File: config.mk
export PLATFORM = sky130hd
export DESIGN_NAME = divider_flat
export DESIGN_NICKNAME = d
export VERILOG_FILES = /design/src/rtl/divider_if.sv /design/src/rtl/divider.sv /design/src/flat_wrapper.sv
export SDC_FILE = /design/constraint.sdc
export NUM_CORES = 1
export LEC_CHECK = 0
export BUFFER_PORTS_ARGS = -buffer_cell sky130_fd_sc_hd__buf_2
export CORE_MARGIN = 2
export CORE_UTILIZATION = 50
export CTS_CLUSTER_SIZE = 30
export DETAILED_ROUTE_END_ITERATION = 6
export PLACE_DENSITY = 0.77
export SLEW_MARGIN = 20
export SYNTH_ARGS = -nofsm -noshare
export SYNTH_HDL_FRONTEND = slang
export SYNTH_SLANG_ARGS = --single-unit
export TNS_END_PERCENT = 30
File: constraint.sdc
create_clock -name Clk -period 3.5 [get_ports Clk]
set_input_delay 0.35 -clock Clk [delete_from_list [all_inputs] [get_ports Clk]]
set_output_delay 0.35 -clock Clk [all_outputs]
set_load 0.02 [all_outputs]
File: src/rtl/divider_if.sv
// divider_if: operand buttons/switches in, result registers and status out
interface divider_if;
  logic       Load_Dividend;
  logic       Load_Divisor;
  logic       Run;
  logic [7:0] SW;
  logic [7:0] Qval;
  logic [7:0] Rval;
  logic [7:0] Nval;
  logic [7:0] Dval;
  logic       Busy;
  logic       Done;
  logic       DivZero;
  logic       Ovf;
  modport master (output Load_Dividend, Load_Divisor, Run, SW,
                  input  Qval, Rval, Nval, Dval, Busy, Done, DivZero, Ovf);
  modport slave  (input  Load_Dividend, Load_Divisor, Run, SW,
                  output Qval, Rval, Nval, Dval, Busy, Done, DivZero, Ovf);
endinterface

File: src/rtl/divider.sv
// divider: 8-bit sequential restoring divider, one quotient bit per clock; DIV_SIGNED_EN selects two's complement operands
module divider (
  input  logic      Clk,
  input  logic      Reset_n,
  divider_if.slave  bus
);
  typedef enum logic [1:0] {IDLE, COMPUTE, DONE} state_t;
  state_t state, state_nx;
  logic [2:0] ldn_s, ldd_s, run_s;
  logic [7:0] sw_m, sw_s, nval, dval, q, n_mag, d_mag, q_step, q_fix, r_fix;
  logic [8:0] r, t, r_step;
  logic [2:0] cnt;
  logic       div_zero, ovf, ev_ln, ev_ld, ev_run, load_ev, idle_done, last, n_neg, d_neg, ovf_hit;
  // bits [1:0] are the synchronizer, bit [2] the previous value for edge detection
  always_ff @(posedge Clk or negedge Reset_n)
    if (!Reset_n) begin
      ldn_s <= '0;
      ldd_s <= '0;
      run_s <= '0;
      sw_m  <= '0;
      sw_s  <= '0;
    end else begin
      ldn_s <= {ldn_s[1:0], bus.Load_Dividend};
      ldd_s <= {ldd_s[1:0], bus.Load_Divisor};
      run_s <= {run_s[1:0], bus.Run};
      sw_m  <= bus.SW;
      sw_s  <= sw_m;
    end
  // state register
  always_ff @(posedge Clk or negedge Reset_n)
    if (!Reset_n) state <= IDLE;
    else state <= state_nx;
  // events, one divide step with sign fix-up, and next state; loads take priority over Run
  always_comb begin
    ev_ln     = ldn_s[1] & ~ldn_s[2];
    ev_ld     = ldd_s[1] & ~ldd_s[2];
    ev_run    = run_s[1] & ~run_s[2];
    load_ev   = ev_ln | ev_ld;
    idle_done = state != COMPUTE;
    last      = cnt == 3'd7;
`ifdef DIV_SIGNED_EN
    n_neg     = nval[7];
    d_neg     = dval[7];
    ovf_hit   = nval == 8'h80 && dval == 8'hFF;
`else
    n_neg     = 1'b0;
    d_neg     = 1'b0;
    ovf_hit   = 1'b0;
`endif
    n_mag     = n_neg ? -nval : nval;
    d_mag     = d_neg ? -dval : dval;
    t         = {r[7:0], q[7]} - {1'b0, d_mag};
    r_step    = t[8] ? {r[7:0], q[7]} : t;
    q_step    = {q[6:0], ~t[8]};
    q_fix     = (n_neg ^ d_neg) ? -q_step : q_step;
    r_fix     = n_neg ? -r_step[7:0] : r_step[7:0];
    state_nx  = idle_done ? (load_ev ? IDLE : ev_run ? (dval == 8'd0 ? DONE : COMPUTE) : state)
                          : (last ? DONE : COMPUTE);
  end
  // operand loads, divide start, and per-cycle quotient/remainder update
  always_ff @(posedge Clk or negedge Reset_n)
    if (!Reset_n) begin
      nval     <= '0;
      dval     <= '0;
      q        <= '0;
      r        <= '0;
      cnt      <= '0;
      div_zero <= 1'b0;
      ovf      <= 1'b0;
    end else if (idle_done && load_ev) begin
      if (ev_ln) nval <= sw_s;
      if (ev_ld) dval <= sw_s;
    end else if (idle_done && ev_run) begin
      if (dval == 8'd0) begin
        div_zero <= 1'b1;
        q        <= 8'hFF;
        r        <= {1'b0, nval};
      end else begin
        div_zero <= 1'b0;
        ovf      <= 1'b0;
        r        <= '0;
        q        <= n_mag;
        cnt      <= '0;
      end
    end else if (!idle_done) begin
      r   <= last ? {1'b0, r_fix} : r_step;
      q   <= last ? q_fix : q_step;
      cnt <= cnt + 3'd1;
      if (last) ovf <= ovf_hit;
    end
  assign bus.Qval    = q;
  assign bus.Rval    = r[7:0];
  assign bus.Nval    = nval;
  assign bus.Dval    = dval;
  assign bus.Busy    = state == COMPUTE;
  assign bus.Done    = state == DONE;
  assign bus.DivZero = div_zero;
  assign bus.Ovf     = ovf;
endmodule
File: src/flat_wrapper.sv
// flat-port wrapper written by rule: the top's interface ports become plain ports
module divider_flat 
  (Clk, Reset_n, bus_Load_Dividend, bus_Load_Divisor, bus_Run, bus_SW, bus_Qval, bus_Rval, bus_Nval, bus_Dval, bus_Busy, bus_Done, bus_DivZero, bus_Ovf);
  divider_if bus_i ();
  input  logic Clk;
  input  logic Reset_n;
  input wire logic [$bits(bus_i.Load_Dividend)-1:0] bus_Load_Dividend;
  input wire logic [$bits(bus_i.Load_Divisor)-1:0] bus_Load_Divisor;
  input wire logic [$bits(bus_i.Run)-1:0] bus_Run;
  input wire logic [$bits(bus_i.SW)-1:0] bus_SW;
  output wire logic [$bits(bus_i.Qval)-1:0] bus_Qval;
  output wire logic [$bits(bus_i.Rval)-1:0] bus_Rval;
  output wire logic [$bits(bus_i.Nval)-1:0] bus_Nval;
  output wire logic [$bits(bus_i.Dval)-1:0] bus_Dval;
  output wire logic [$bits(bus_i.Busy)-1:0] bus_Busy;
  output wire logic [$bits(bus_i.Done)-1:0] bus_Done;
  output wire logic [$bits(bus_i.DivZero)-1:0] bus_DivZero;
  output wire logic [$bits(bus_i.Ovf)-1:0] bus_Ovf;
  assign bus_i.Load_Dividend = bus_Load_Dividend;
  assign bus_i.Load_Divisor = bus_Load_Divisor;
  assign bus_i.Run = bus_Run;
  assign bus_i.SW = bus_SW;
  assign bus_Qval = bus_i.Qval;
  assign bus_Rval = bus_i.Rval;
  assign bus_Nval = bus_i.Nval;
  assign bus_Dval = bus_i.Dval;
  assign bus_Busy = bus_i.Busy;
  assign bus_Done = bus_i.Done;
  assign bus_DivZero = bus_i.DivZero;
  assign bus_Ovf = bus_i.Ovf;
  divider u_core (.Clk(Clk), .Reset_n(Reset_n), .bus(bus_i));
endmodule
# Word level (Yosys, flattened, before mapping)
# Index checks and enable logic that the tools add are counted.
# Widths: inputs -> output; s select.
# classes
n_addsub,2
n_eq_ne,7
mux,20
bitwise,9
n_reduce_logical,10
# ops
operator,count
$mux 8,7
$mux 2,5
$mux 3,3
$sub 9x8->9,1
$logic_not 8->1,1
$reduce_and 2->1,4
$mux 1,5
$not 1->1,5
$ne 2x2->1 const B,2
$reduce_and 4->1,1
$add 3x1->3 const B,1
$and 1x1->1,3
$eq 3x3->1 const B,1
$ne 3x1->1 const B,1
$reduce_and 3->1,1
$eq 2x1->1 const B,1
$eq 2x2->1 const B,1
$logic_and 1x1->1,2
$ne 2x1->1 const B,1
$reduce_bool 2->1,1
$or 1x1->1,1
# word_totals
ff_bits,64
input_bits,13
output_inout_bits,36
elab_cells,61

# Longest topological paths before layout
# logic_depth
word_depth,6
mapped_depth,11
mapped_depth_nobuf,10

# Least setup slack after synthesis
# Ideal clock, no wire load.
# synth_timing
kind,flip-flop to flip-flop
from,reg u_core.q[7] (netlist: u_core.bus.Qval[7])
to,reg u_core.r[0]
setup_ps,82
arrival_ps,2365
required_time_ps,3418
slack_ps,1053
stages_incl_launch_ff,12
path_buffers,1
synth_period_minus_slack_ps,2447
cell_sequence,dfrtp_1 -> inv_1 -> ha_1 -> inv_1 -> fa_1 -> a211oi_2 -> nor2_2 -> a21oi_2 -> xor2_1 -> buf_2 -> or3_1 -> a31oi_1
# synth_via
elab_chain_len,4
# synth_lines
item,line_no,rtl
start: declaration,divider.sv:10,"logic [7:0] sw_m, sw_s, nval, dval, q, n_mag, d_mag, q_step, q_fix, r_fix;"
start signal: assignment,divider.sv:82,q <= n_mag;
start signal: assignment,divider.sv:87,q <= last ? q_fix : q_step;
$sub 9x8->9,divider.sv:52,"t = {r[7:0], q[7]} - {1'b0, d_mag};"
$mux 8 (*),divider.sv:53,"r_step = t[8] ? {r[7:0], q[7]} : t;"
$mux 8 (*),divider.sv:85,end else if (!idle_done) begin
$mux 8 (*),divider.sv:73,end else if (idle_done && ev_run) begin
end signal: assignment,divider.sv:77,"r <= {1'b0, nval};"
end signal: assignment,divider.sv:86,"r <= last ? {1'b0, r_fix} : r_step;"
end: declaration,divider.sv:11,"logic [8:0] r, t, r_step;"
# Every way passes the cells marked *; elsewhere a longest branch is shown, timed or not. The select of a mux whose other input is x is not followed.
# A chain may end at the register's enable or synchronous reset.

# Worst setup path after layout
# layout_timing
from,reg u_core.q[7] (netlist: u_core.bus.Qval[7])
to,reg u_core.q[0] (netlist: u_core.bus.Qval[0])
# layout_via
elab_chain_len,4
# layout_lines
item,line_no,rtl
$sub 9x8->9,divider.sv:52,
$not 1->1,divider.sv:54,"q_step = {q[6:0], ~t[8]};"
$mux 8,divider.sv:85,
$mux 8,divider.sv:73,
# No other way between the ends. The select of a mux whose other input is x is not followed.

==> run summary <==
number of synthesized flops with an enable pin -> 0
Net Switching -> 1.62 mW
Flop pwr share -> 0.330
top_reg_cell synth -> dfrtp_1
area of the multi-input gates -> 1060 um2
crit end category -> flop
Max Fclk -> 353 MHz
fill count -> 422
Remaining DRCs -> 0
Cell variety after synth -> 38
pin count of the biggest net entering global routing -> 34
number of synthesized register bits -> 63
TritonCTS clock tree -> done
CP cell instances -> inv_1, ha_1, inv_1, fa_1, a211oi_2, nor2_2, a21oi_2, xor2_1, a221oi_1, a21o_1
cell row count -> 26
Post-Synth XOR/XNOR Area -> 0.0194
synthesized area per cell -> 10.7 um2
Synth Net Count -> 278
Top Ports -> 49
crit path max fanout -> 11
final hold violations -> 0
area of the core -> 5170 um2
maximum vdd ir drop -> 0.510 mV
Leak Pwr -> 1.51 nW
Cells after Synth -> 254
crit share post-route -> 0.810
largest family of logic cells by synthesized area -> simple AND/OR/NAND/NOR gates
FFs w/ async S/R, synth -> 1.00
Post-Synth Simple-Gate Area -> 0.135
Post-CTS Setup Inserts -> 0
Remaining Overflow, GRT -> 0
Synth Area in Adders -> 0.0535
Final Net Count -> 330
DP HPWL -> 4.31 mm
drt pass-1 iters -> 4
post-cts hold buffer count -> 0
power density over the cells -> 1140 nW/um2
WL final -> 5.94 mm
share of cells above drive strength 1 -> 0.248
GRT Total Usage -> 0.212
1st-iter DRT viols -> 184
Yosys warnings -> 0
logic gate share of total power -> 0.501
Via Count -> 2084
Tightest Hold Check Type -> input pin to asynchronous set/reset pin
Die W -> 77.7 um
Area after DPL -> 3020 um2
register area share after synthesis -> 0.581
setup TNS -> 0 ps
initial core utilization -> 0.525
Area growth, synth to finish -> 18.4%
Clock Tree Buf Depth -> 2
Worst slew margin -> 0.388
Max H-tree Level -> 3
Hold WS -> 70.0 ps
Setup Skew -> 6.67 ps
clk sinks -> 63
GP Congestion -> 0.880
number of diodes -> 0
placed cell count -> 365
Port Buffers -> 47
crit path launch type -> flop
post-route ant nets -> 0
complex-gate fraction of the synthesized area -> 0.131
WL per Instance -> 15.6 um
Worst Tran Pin Value -> 917 ps
Post-Syn Area -> 2710 um2
total CTS buffers -> 9
non-filler cells, final -> 380
Internal -> 2.03 mW
post-CTS sizing -> 0
clock root cell -> clkbuf_8
Slew Limit Fails -> 0
multiplexer share of the synthesized area -> 0.0484
RSZ-0062 raised after global routing -> no
Die ar. -> 6030 um2
worst-skew pair later-pin latency -> 330 ps
sequential cell area -> 1580 um2
# setup viols final -> 0
Die Span Y -> 77.7 um
critical path class -> flop to flop
CP Data Required Time -> 3730 ps
vias per std cell -> 5.48
Final Instance Area -> 3210 um2
sw frac -> 0.444
status -> complete, no violations
first-pass GRT wire length -> 9.75 mm
max_cap viols -> 0
WP data arrival -> 3060 ps
clock-pin slew on the worst setup and hold paths -> 70 ps
CP max stage cell -> xor2_1
initial antenna violation count -> 0
vias in the first global route -> 1975
Crit path largest cell delay -> 620 ps
crit-path most repeated cell -> inv_1
clock group share of total power -> 0.169
crit path time final -> 2830 ps
critical path: cells and delay by family (launching register included):
kind	cells	cell delay, ps
adders and majority gates	2	610
xor gates and xnor gates	1	620
DFF	1	410
AOI/OAI and AO/OA	4	870
and+or+nand+nor	1	80
buffers and inverters	2	150
cell usage in the layout (no fill, tap or decap), types with 2 or more instances in the layout:
cell type  netlist  routed
dfrtp_1         63      63
buf_2            2      47
nand2_1         32      32
nor2_1          18      18
a21oi_1         16      16
o21ai_0         16      16
a31oi_1         14      14
nand3_1         13      13
inv_1           11      11
clkbuf_8         0      11
ha_1            10      10
mux2_2           9       9
nand2b_1         5       5
nor2b_1          4       4
xor2_1           4       4
mux2i_1          3       3
a21o_1           3       3
nor2_2           2       2
nor4_1           2       2
o21ai_1          2       2
xnor2_1          2       2
o31ai_1          2       2
buf_4            1       2
worst paths after layout:
path                                                     start                             end  slack, ps  cells past startpoint
max in group asynchronous                              Reset_n        u_core.sw_s[0]$_DFF_PN0_       2550                      2
min in group Clk                             bus_Load_Dividend       u_core.ldn_s[0]$_DFF_PN0_        120                      1
worst max register to register  u_core.bus.Qval[7]$_DFFE_PN0P_  u_core.bus.Qval[0]$_DFFE_PN0P_        670                     10
worst min-delay path                                   Reset_n       u_core.ldn_s[0]$_DFF_PN0_         70                      1
worst min register to register       u_core.ldd_s[0]$_DFF_PN0_       u_core.ldd_s[1]$_DFF_PN0_        350                      0
worst max-delay path            u_core.bus.Qval[7]$_DFFE_PN0P_  u_core.bus.Qval[0]$_DFFE_PN0P_        670                     10
layer usage:
| layer | track usage | vias up | share of wire | routed length (um) |
|---|---|---|---|---|
| li1 | - | 984 | - | - |
| met1 | 0.278 | 1011 | 0.43 | 2560 |
| met2 | 0.328 | 76 | 0.48 | 2830 |
| met3 | 0.0605 | 13 | 0.073 | 436 |
| met4 | 0.0946 | 0 | 0.020 | 116 |
| met5 | 0 | - | 0 | 0 |
state kept, by name (all words and copies together) (netlist names):
register            cells
u_core.bus.Dval         8
u_core.bus.Nval         8
u_core.bus.Qval         8
u_core.r                8
u_core.sw_m             8
u_core.sw_s             8
u_core.cnt              3
u_core.ldd_s            3
u_core.ldn_s            3
u_core.run_s            3
u_core.state            2
u_core.bus.DivZero      1
Yosys cell counts (5+ instances only):
cell type   n  share of area
a21oi_1    16          0.030
inv_1      11          0.015
nand3_1    13          0.024
nand2b_1    5          0.012
o21ai_0    16          0.030
nor2_1     18          0.025
ha_1       10          0.046
mux2_2      9          0.037
nand2_1    32          0.044
dfrtp_1    63           0.58
a31oi_1    14          0.032
clkbuf_1    5         0.0069
metrics by stage:
step	utilization	power [mW]	setup WS, ps
4_1_cts	0.621	3.67	691
2_1_floorplan	-	2.51	1050
3_3_place_gp	0.583	2.97	838
3_5_place_dp	0.583	3.03	743
6_report	0.621	3.65	665
5_1_grt	0.621	3.94	485
cell families after synthesis:
| family | Yosys count |
|---|---|
| AND/OR/NAND/NOR | 81 |
| flip-flops | 63 |
| AO/OA/AOI/OAI | 60 |
| buffers and inverters | 20 |
| multiplexers | 12 |
| adder cells (fa/ha/maj) | 11 |
| XOR/XNOR | 6 |
| other | 1 |
area by class of cell:
type / instances / share of cell area
Clock buffer: 12 / 0.0483
Timing Repair Buffer: 49 / 0.0779
Clock inverter: 3 / 0.0132
Multi-Input combinational cell: 171 / 0.329
Sequential cell: 63 / 0.491
Inverter: 12 / 0.0140
Tap cell: 70 / 0.0273
power groups by stage:
stage	combinational [mW]	clock, mW	sequential, mW
after floorplan	1.13	0	1.38
after global placement	1.77	0	1.21
after detailed placement	1.81	0	1.21
after CTS	1.83	0.632	1.20
after global routing	2.04	0.664	1.24
final	1.83	0.618	1.21
Power figures use the tool's default switching activity.
